==> src/rtl/regbank_rr_arbiter.sv <==
`default_nettype none
// ============================================================================
// Module   : regbank_rr_arbiter
// Purpose  : Round-robin arbiter between two requesters (A, B). Each requester
//            issues single-register read/write transactions over a REQ/ACK
//            handshake. The transactions target a bank of four WIDTH-bit
//            enable-gated registers that this block owns exclusively.
//
// Ports    : CLK        - system clock, rising edge active
//            RESET      - asynchronous reset, active low
//            CLR        - bank clear request, only present with REGBANK_CLEAR_EN
//            REQ_A/B    - transaction request (level), held until ACK
//            WE_A/B     - 1 = write, 0 = read
//            ADDR_A/B   - target register index 0..3
//            WDATA_A/B  - write data
//            ACK_A/B    - one-cycle completion pulse to the served requester
//            RDATA      - read data, valid in the cycle ACK_A or ACK_B is high
//            BUSY       - high in any state other than IDLE
//            LAST_GNT   - 0 = A served last, 1 = B served last
//
// Config   : `define REGBANK_CLEAR_EN adds the CLR input and a one-cycle
//            CLEAR state that zeroes the whole bank.
//
// Revision : 1.0 - initial release
// ============================================================================
module regbank_rr_arbiter #(
    parameter int WIDTH = 4
) (
    input  logic             CLK,
    input  logic             RESET,
`ifdef REGBANK_CLEAR_EN
    input  logic             CLR,
`endif
    input  logic             REQ_A,
    input  logic             WE_A,
    input  logic [1:0]       ADDR_A,
    input  logic [WIDTH-1:0] WDATA_A,
    output logic             ACK_A,
    input  logic             REQ_B,
    input  logic             WE_B,
    input  logic [1:0]       ADDR_B,
    input  logic [WIDTH-1:0] WDATA_B,
    output logic             ACK_B,
    output logic [WIDTH-1:0] RDATA,
    output logic             BUSY,
    output logic             LAST_GNT
);

    // ------------------------------------------------------------------------
    // State encoding
    // ------------------------------------------------------------------------
    typedef enum logic [1:0] {
        ST_IDLE   = 2'd0,
        ST_ACCESS = 2'd1,
        ST_RESP   = 2'd2
`ifdef REGBANK_CLEAR_EN
        , ST_CLEAR  = 2'd3
`endif
    } state_t;

    localparam int NUM_REGS = 4;

    // ------------------------------------------------------------------------
    // Registers
    // ------------------------------------------------------------------------
    state_t             state_q;
    logic               we_q;          // latched transaction type
    logic [1:0]         addr_q;        // latched register index
    logic [WIDTH-1:0]   wdata_q;       // latched write data
    logic               id_q;          // latched requester id (0 = A, 1 = B)
    logic [WIDTH-1:0]   rdata_q;
    logic               ack_a_q;
    logic               ack_b_q;
    logic               last_gnt_q;
    logic [WIDTH-1:0]   bank_q [NUM_REGS];

    // ------------------------------------------------------------------------
    // Arbitration and field selection (only consumed in IDLE)
    // ------------------------------------------------------------------------
    logic               sel_b_d;       // 1 = B wins this IDLE cycle
    logic               req_any_d;
    logic               we_d;
    logic [1:0]         addr_d;
    logic [WIDTH-1:0]   wdata_d;

    always_comb begin
        req_any_d = REQ_A | REQ_B;
        sel_b_d   = 1'b0;
        if (REQ_A && REQ_B) begin
            // Under contention the requester that was not served last wins.
            sel_b_d = ~last_gnt_q;
        end else begin
            sel_b_d = REQ_B;
        end
        we_d    = sel_b_d ? WE_B    : WE_A;
        addr_d  = sel_b_d ? ADDR_B  : ADDR_A;
        wdata_d = sel_b_d ? WDATA_B : WDATA_A;
    end

    // ------------------------------------------------------------------------
    // Bank load enables: at most one bit set, only during a latched write.
    // ------------------------------------------------------------------------
    logic [NUM_REGS-1:0] bank_en_d;
    logic                bank_clr_d;

    always_comb begin
        bank_en_d = '0;
        if ((state_q == ST_ACCESS) && we_q) begin
            bank_en_d[addr_q] = 1'b1;
        end
    end

`ifdef REGBANK_CLEAR_EN
    assign bank_clr_d = (state_q == ST_CLEAR);
`else
    assign bank_clr_d = 1'b0;
`endif

    // ------------------------------------------------------------------------
    // Register bank. The asynchronous reset also covers a write that is in
    // flight in ACCESS when reset asserts, so such a write never lands.
    // ------------------------------------------------------------------------
    always_ff @(posedge CLK or negedge RESET) begin
        if (!RESET) begin
            for (int i = 0; i < NUM_REGS; i++) begin
                bank_q[i] <= '0;
            end
        end else begin
            for (int i = 0; i < NUM_REGS; i++) begin
                if (bank_clr_d) begin
                    bank_q[i] <= '0;
                end else if (bank_en_d[i]) begin
                    bank_q[i] <= wdata_q;
                end
            end
        end
    end

    // ------------------------------------------------------------------------
    // Control FSM with registered outputs.
    // Timeline: REQ sampled in IDLE (cycle N) -> ACCESS (N+1) -> RESP with
    // ACK high (N+2) -> IDLE (N+3).
    // ------------------------------------------------------------------------
    always_ff @(posedge CLK or negedge RESET) begin
        if (!RESET) begin
            state_q    <= ST_IDLE;
            we_q       <= 1'b0;
            addr_q     <= '0;
            wdata_q    <= '0;
            id_q       <= 1'b0;
            rdata_q    <= '0;
            ack_a_q    <= 1'b0;
            ack_b_q    <= 1'b0;
            // B counts as served last so that A wins the first contention.
            last_gnt_q <= 1'b1;
        end else begin
            // ACK is a single-cycle pulse; it is only set on ACCESS exit.
            ack_a_q <= 1'b0;
            ack_b_q <= 1'b0;

            case (state_q)
                ST_IDLE: begin
`ifdef REGBANK_CLEAR_EN
                    // Clear has priority over both requesters.
                    if (CLR) begin
                        state_q <= ST_CLEAR;
                    end else if (req_any_d) begin
`else
                    if (req_any_d) begin
`endif
                        we_q    <= we_d;
                        addr_q  <= addr_d;
                        wdata_q <= wdata_d;
                        id_q    <= sel_b_d;
                        state_q <= ST_ACCESS;
                    end
                end

                ST_ACCESS: begin
                    // Write data lands in the bank on this same edge via
                    // bank_en_d; a read captures the current contents.
                    if (!we_q) begin
                        rdata_q <= bank_q[addr_q];
                    end
                    last_gnt_q <= id_q;
                    ack_a_q    <= ~id_q;
                    ack_b_q    <= id_q;
                    state_q    <= ST_RESP;
                end

                ST_RESP: begin
                    state_q <= ST_IDLE;
                end

`ifdef REGBANK_CLEAR_EN
                ST_CLEAR: begin
                    // Bank zeroing happens through bank_clr_d; no ACK and
                    // LAST_GNT is left untouched.
                    state_q <= ST_IDLE;
                end
`endif

                default: begin
                    state_q <= ST_IDLE;
                end
            endcase
        end
    end

    // ------------------------------------------------------------------------
    // Outputs
    // ------------------------------------------------------------------------
    assign ACK_A    = ack_a_q;
    assign ACK_B    = ack_b_q;
    assign RDATA    = rdata_q;
    assign LAST_GNT = last_gnt_q;
    assign BUSY     = (state_q != ST_IDLE);

endmodule
`default_nettype wire
==> config.mk <==
export PLATFORM = sky130hd
export DESIGN_NAME = regbank_rr_arbiter
export DESIGN_NICKNAME = d
export VERILOG_FILES = /design/src/rtl/regbank_rr_arbiter.sv
export SDC_FILE = /design/constraint.sdc
export NUM_CORES = 1
export LEC_CHECK = 0
export CELL_PAD_IN_SITES_DETAIL_PLACEMENT = 1
export CELL_PAD_IN_SITES_GLOBAL_PLACEMENT = 2
export CORE_MARGIN = 2
export CORE_UTILIZATION = 32
export DETAILED_ROUTE_END_ITERATION = 10
export MAX_ROUTING_LAYER = met4
export PLACE_DENSITY_LB_ADDON = 0.1
export RECOVER_POWER = 100
export SYNTH_ARGS = -nofsm -noshare
export SYNTH_HDL_FRONTEND = slang
export SYNTH_SLANG_ARGS = --single-unit
==> constraint.sdc <==
create_clock -name CLK -period 1.7 [get_ports CLK]
set_clock_uncertainty 0.15 [all_clocks]
set_input_delay 0.34 -clock CLK [delete_from_list [all_inputs] [get_ports CLK]]
set_output_delay 0.34 -clock CLK [all_outputs]
set_load 0.1 [all_outputs]
Word-level counts from Yosys, hierarchy flattened

Index checks and enable logic that the tools add are counted.

Register bits: 33
Input port bits: 18
Output and inout port bits: 8

Order comparisons: 3
Equal/unequal tests: 2
Muxes and demuxes: 14
Bitwise operators: 5
Reduce and logical (&&, ||, !) cells: 7

Operators by type and width:

| cell               | count |
|---|---|
| $mux 4             | 4 |
| $bmux 4 s2         | 1 |
| $mux 1             | 5 |
| $mux 2             | 2 |
| $pmux 2 s2         | 1 |
| $reduce_and 2->1   | 2 |
| $ge 3x3->1 const B | 1 |
| $logic_and 1x1->1  | 3 |
| $lt 2x3->1 const B | 1 |
| $not 1->1          | 3 |
| $not 2->3          | 1 |
| $demux 1 s2        | 1 |
| $eq 2x1->1 const B | 1 |
| $ge 2x1->1 const B | 1 |
| $logic_not 2->1    | 1 |
| $ne 2x2->1 const B | 1 |
| $reduce_bool 2->1  | 1 |
| $or 1x1->1         | 1 |

Logic depth before layout (Yosys ltp)

Depth in word-level cells: 5
Mapped depth: 5
Mapped depth without buffers: 4

Least setup slack after synthesis

OpenSTA, ideal clock, no wires.

Kind: register to register
From: register last_gnt_q, in the netlist LAST_GNT
To: register addr_q[0]
Library setup time: 0.125 ns
Data arrival time: 1.715 ns
Required time: 1.425 ns
Slack: -0.290 ns
Stages on the path, launching flop included: 5
Buffers on the path: 1
Clock period less this slack: 1.990 ns
Cells stage by stage: dfstp_2 a21bo_1 buf_6 mux2_2 mux2_2

Cells in the longest elaborated chain, start to end: 3

RTL lines:

| what                   | line | source |
|---|---|---|
| start, declared        | 74   | `logic last_gnt_q;` |
| start signal, assigned | 185  | `last_gnt_q <= id_q;` |
| $not 1->1              | 91   | `sel_b_d = ~last_gnt_q;` |
| $mux 1                 | 89   | `if (REQ_A && REQ_B) begin` |
| $mux 2                 | 96   | `addr_d = sel_b_d ? ADDR_B : ADDR_A;` |
| end signal, assigned   | 172  | `addr_q <= addr_d;` |
| end, declared          | 68   | `logic [1:0] addr_q;` |

No other way between the ends.
A chain may end at the register's enable or synchronous reset.

Worst setup path in the final report

From: register last_gnt_q, in the netlist LAST_GNT
To: output port LAST_GNT

RTL lines:

| what          | line | source |
|---|---|---|
| end, declared | 46   | `output logic LAST_GNT` |

No word-level cell between the ends.

==> flow_summary.yaml <==
sta:
  worst_slew_pin_slew_ns: 0.837
  finalCriticalPeriod_ns: 1.68
  max_freq_ghz: 0.594
  period_share: 0.991
  rsz0062_at_grt: "yes"
  max_slew_margin: 0.442
  tns_ns: 0
  hold_viol_final: 0
  slew_violations: 0
  finalSetupViolations: 0
power_and_ir_drop:
  irDropWorstVdd_mv: 0.664
  finalPower_mw: 4.36
  leakagePower_nw: 0.938
  p_sw_mw: 1.74
  comb_power_share: 0.459
  p_int_mw: 2.62
  powerDensity_nw_per_um2: 2140
  clockPowerShare: 0.202
  power_frac_seq: 0.338
  switching_share: 0.399
logic_synthesis:
  synth_cells: 102
  syn_area_per_cell_um2: 14.7
  synth_fa_ha_area_frac: 0
  synthSimpleGateAreaFrac: 0.0842
  yosysWarnings: 0
  synth_top_family_by_area: "multiplexers"
  synth-xor-area-share: 0
  ys_ff_latch: 33
  synth_nets: 120
  yosysSeqAreaShare: 0.551
  syn_area_um2: 1500
  synth_cell_types: 25
  synthMuxAreaShare: 0.279
  synth_compound_area_frac: 0.0567
finish:
  fillers: 464
  layout_commonest_cell: "dfrtp_1"
  diodes: 0
  fin_cells: 192
  finalNetCount: 157
  drive_gt1_frac: 0.443
  final_cell_mix: "dfrtp_1, mux2_2, clkdlybuf4s50_1"
  area_growth_pct: 35.4
grt:
  grt.total_usage: 0.156
  grt_pass1_wl_mm: 5.82
  grt_max_degree: 34
  grt_pass1_vias: 1099
  grt_overflow_total: 0
  antenna_found_initial: 0
setup_path:
  critPathKind: "reg2out"
  crit_chain: "buf_4, buf_12"
  arrival_ns: 1.19
  cp-end-kind: "output pin"
  critical_path.startpoint_type: "flip-flop"
  max_stage_delay_ns: 0.62
  crit_fanout: 2
  cp.required_ns: 1.21
  cp_slowest_cell: "dfstp_4"
clock_tree:
  cts_tree: "done"
  clk_pin_slew_ns: 0.07
  cts_buffer_depth: 2
  clock-sinks: 33
  numCtsBuffers: 5
  clk_latency_ns: 0.29
  cts_max_level: 2
  cts_root_buf: "clkbuf_8"
floorplanning:
  io_pins: 26
  initial_utilization: 0.338
  die_w_um: 72.5
  die_area_um2: 5250
  core-area_um2: 4440
  rows: 24
  dieHeight_um: 72.5
drt:
  drc: 0
  postRouteAntennaNets: 0
  vias: 995
  first_pass_iters: 2
  detail_route.wl_per_cell_um: 17.9
  drt-initial-drc-count: 22
  vias_per_cell: 5.18
  routed_wl_mm: 3.43
place:
  dp_hpwl_mm: 2.53
  port_buffers: 25
  numPlacedInstances: 183
  place.gp.congestion: 0.730
run_status:
  status: "complete, no violations"
min_path:
  hold_path.class: "reg2reg"
flow_run:
  cap_violations: 0
## what timing repair did
item,4_1_cts,5_1_grt
hold buffers,0,0
setup endpoints to repair,8,7
resized for setup,3,0
pin swaps,2,0
gates cloned,0,0
setup buffers,1,0
## layout make-up
type,count,area [µm²],share of cell area
inverters,1,3.75,0.00185
repair buffers,35,314,0.155
clock buffers,5,68.8,0.0339
flip-flops and latches,33,831,0.409
clock inverters,3,65.1,0.0320
well taps,52,65.1,0.0320
multi-input cells,63,684,0.337
## cells by family after synthesis
| family | after synthesis |
|---|---|
| buffers and inverters | 6 |
| AND/OR/NAND/NOR | 13 |
| AO/OA/AOI/OAI | 12 |
| flip-flops | 33 |
| multiplexers | 38 |
## layer usage
layer | vias to the layer above | share of wire | GRT usage
met3 | 7 | 0.043 | 0.0417
met5 | - | 0 | -
met1 | 515 | 0.45 | 0.186
met2 | 24 | 0.49 | 0.252
li1 | 449 | - | -
met4 | 0 | 0.019 | 0.0617
## cells in the mapped netlist
master,instances,area (µm²)
nand2b_4,1,13.8
o21ai_0,5,25.0
nor2_8,1,20.0
nor4b_4,1,23.8
dfrtp_1,32,801
buf_2,2,10.0
inv_2,1,3.75
or2_2,1,6.26
nand4_2,1,12.5
and2_1,1,6.26
nand3b_1,1,7.51
mux2i_1,8,80.1
nor3_2,1,10.0
a21bo_1,1,10.0
buf_6,2,22.5
mux2_2,30,338
nand2_1,1,3.75
o31ai_1,1,7.51
dfstp_2,1,26.3
a21o_1,1,7.51
o221ai_1,4,35.0
or3_1,1,6.26
nor2_1,2,7.51
buf_4,1,7.51
nand4b_1,1,8.76
## stage by stage
stage | worst slack [ns] | utilization | hold WS, ns | area, µm²
6_report | 0.0157 | 0.457 | 0.316 | 2030
4_1_cts | 0.00247 | 0.482 | 0.266 | 2140
5_1_grt | -0.0151 | 0.457 | 0.331 | 2030
2_1_floorplan | -0.188 | - | -0.106 | 1560
3_3_place_gp | -0.391 | 0.448 | 0.283 | 1990
3_5_place_dp | -0.442 | 0.448 | 0.298 | 1990
## sequential cells by signal, indices dropped and copies added, names as in the netlist, 2 cells and up
| signal | flops |
|---|---|
| state_q | 2 |
| bank_q | 16 |
| addr_q | 2 |
| wdata_q | 4 |
| RDATA | 4 |
## final timing paths
check / startpoint / to / slack, ns / cells after the start
worst min register to register: id_q / ACK_A / 0.32 / 1
worst max register to register: LAST_GNT / we_q / 0.02 / 3
worst max-delay path: LAST_GNT / LAST_GNT / 0.02 / 2
worst min-delay path: id_q / ACK_A / 0.32 / 1
min in group asynchronous: RESET / RDATA[2] / 0.53 / 2
max in group asynchronous: RESET / bank_q[7] / 0.34 / 2
## critical path: cells and delay by family, from the launching register on
family / cells / cell delay (ns)
buf+inv: 2 / 0.28
flops: 1 / 0.62
## power by group through the flow
stage | logic [mW] | registers (mW) | clock network (mW)
5_1_grt | 2.12 | 1.54 | 0.941
6_report | 2.00 | 1.47 | 0.882
3_3_place_gp | 2.13 | 1.50 | 0
4_1_cts | 2.20 | 1.51 | 0.907
2_1_floorplan | 1.08 | 1.85 | 0
3_5_place_dp | 2.17 | 1.53 | 0
Power figures use the tool's default switching activity.
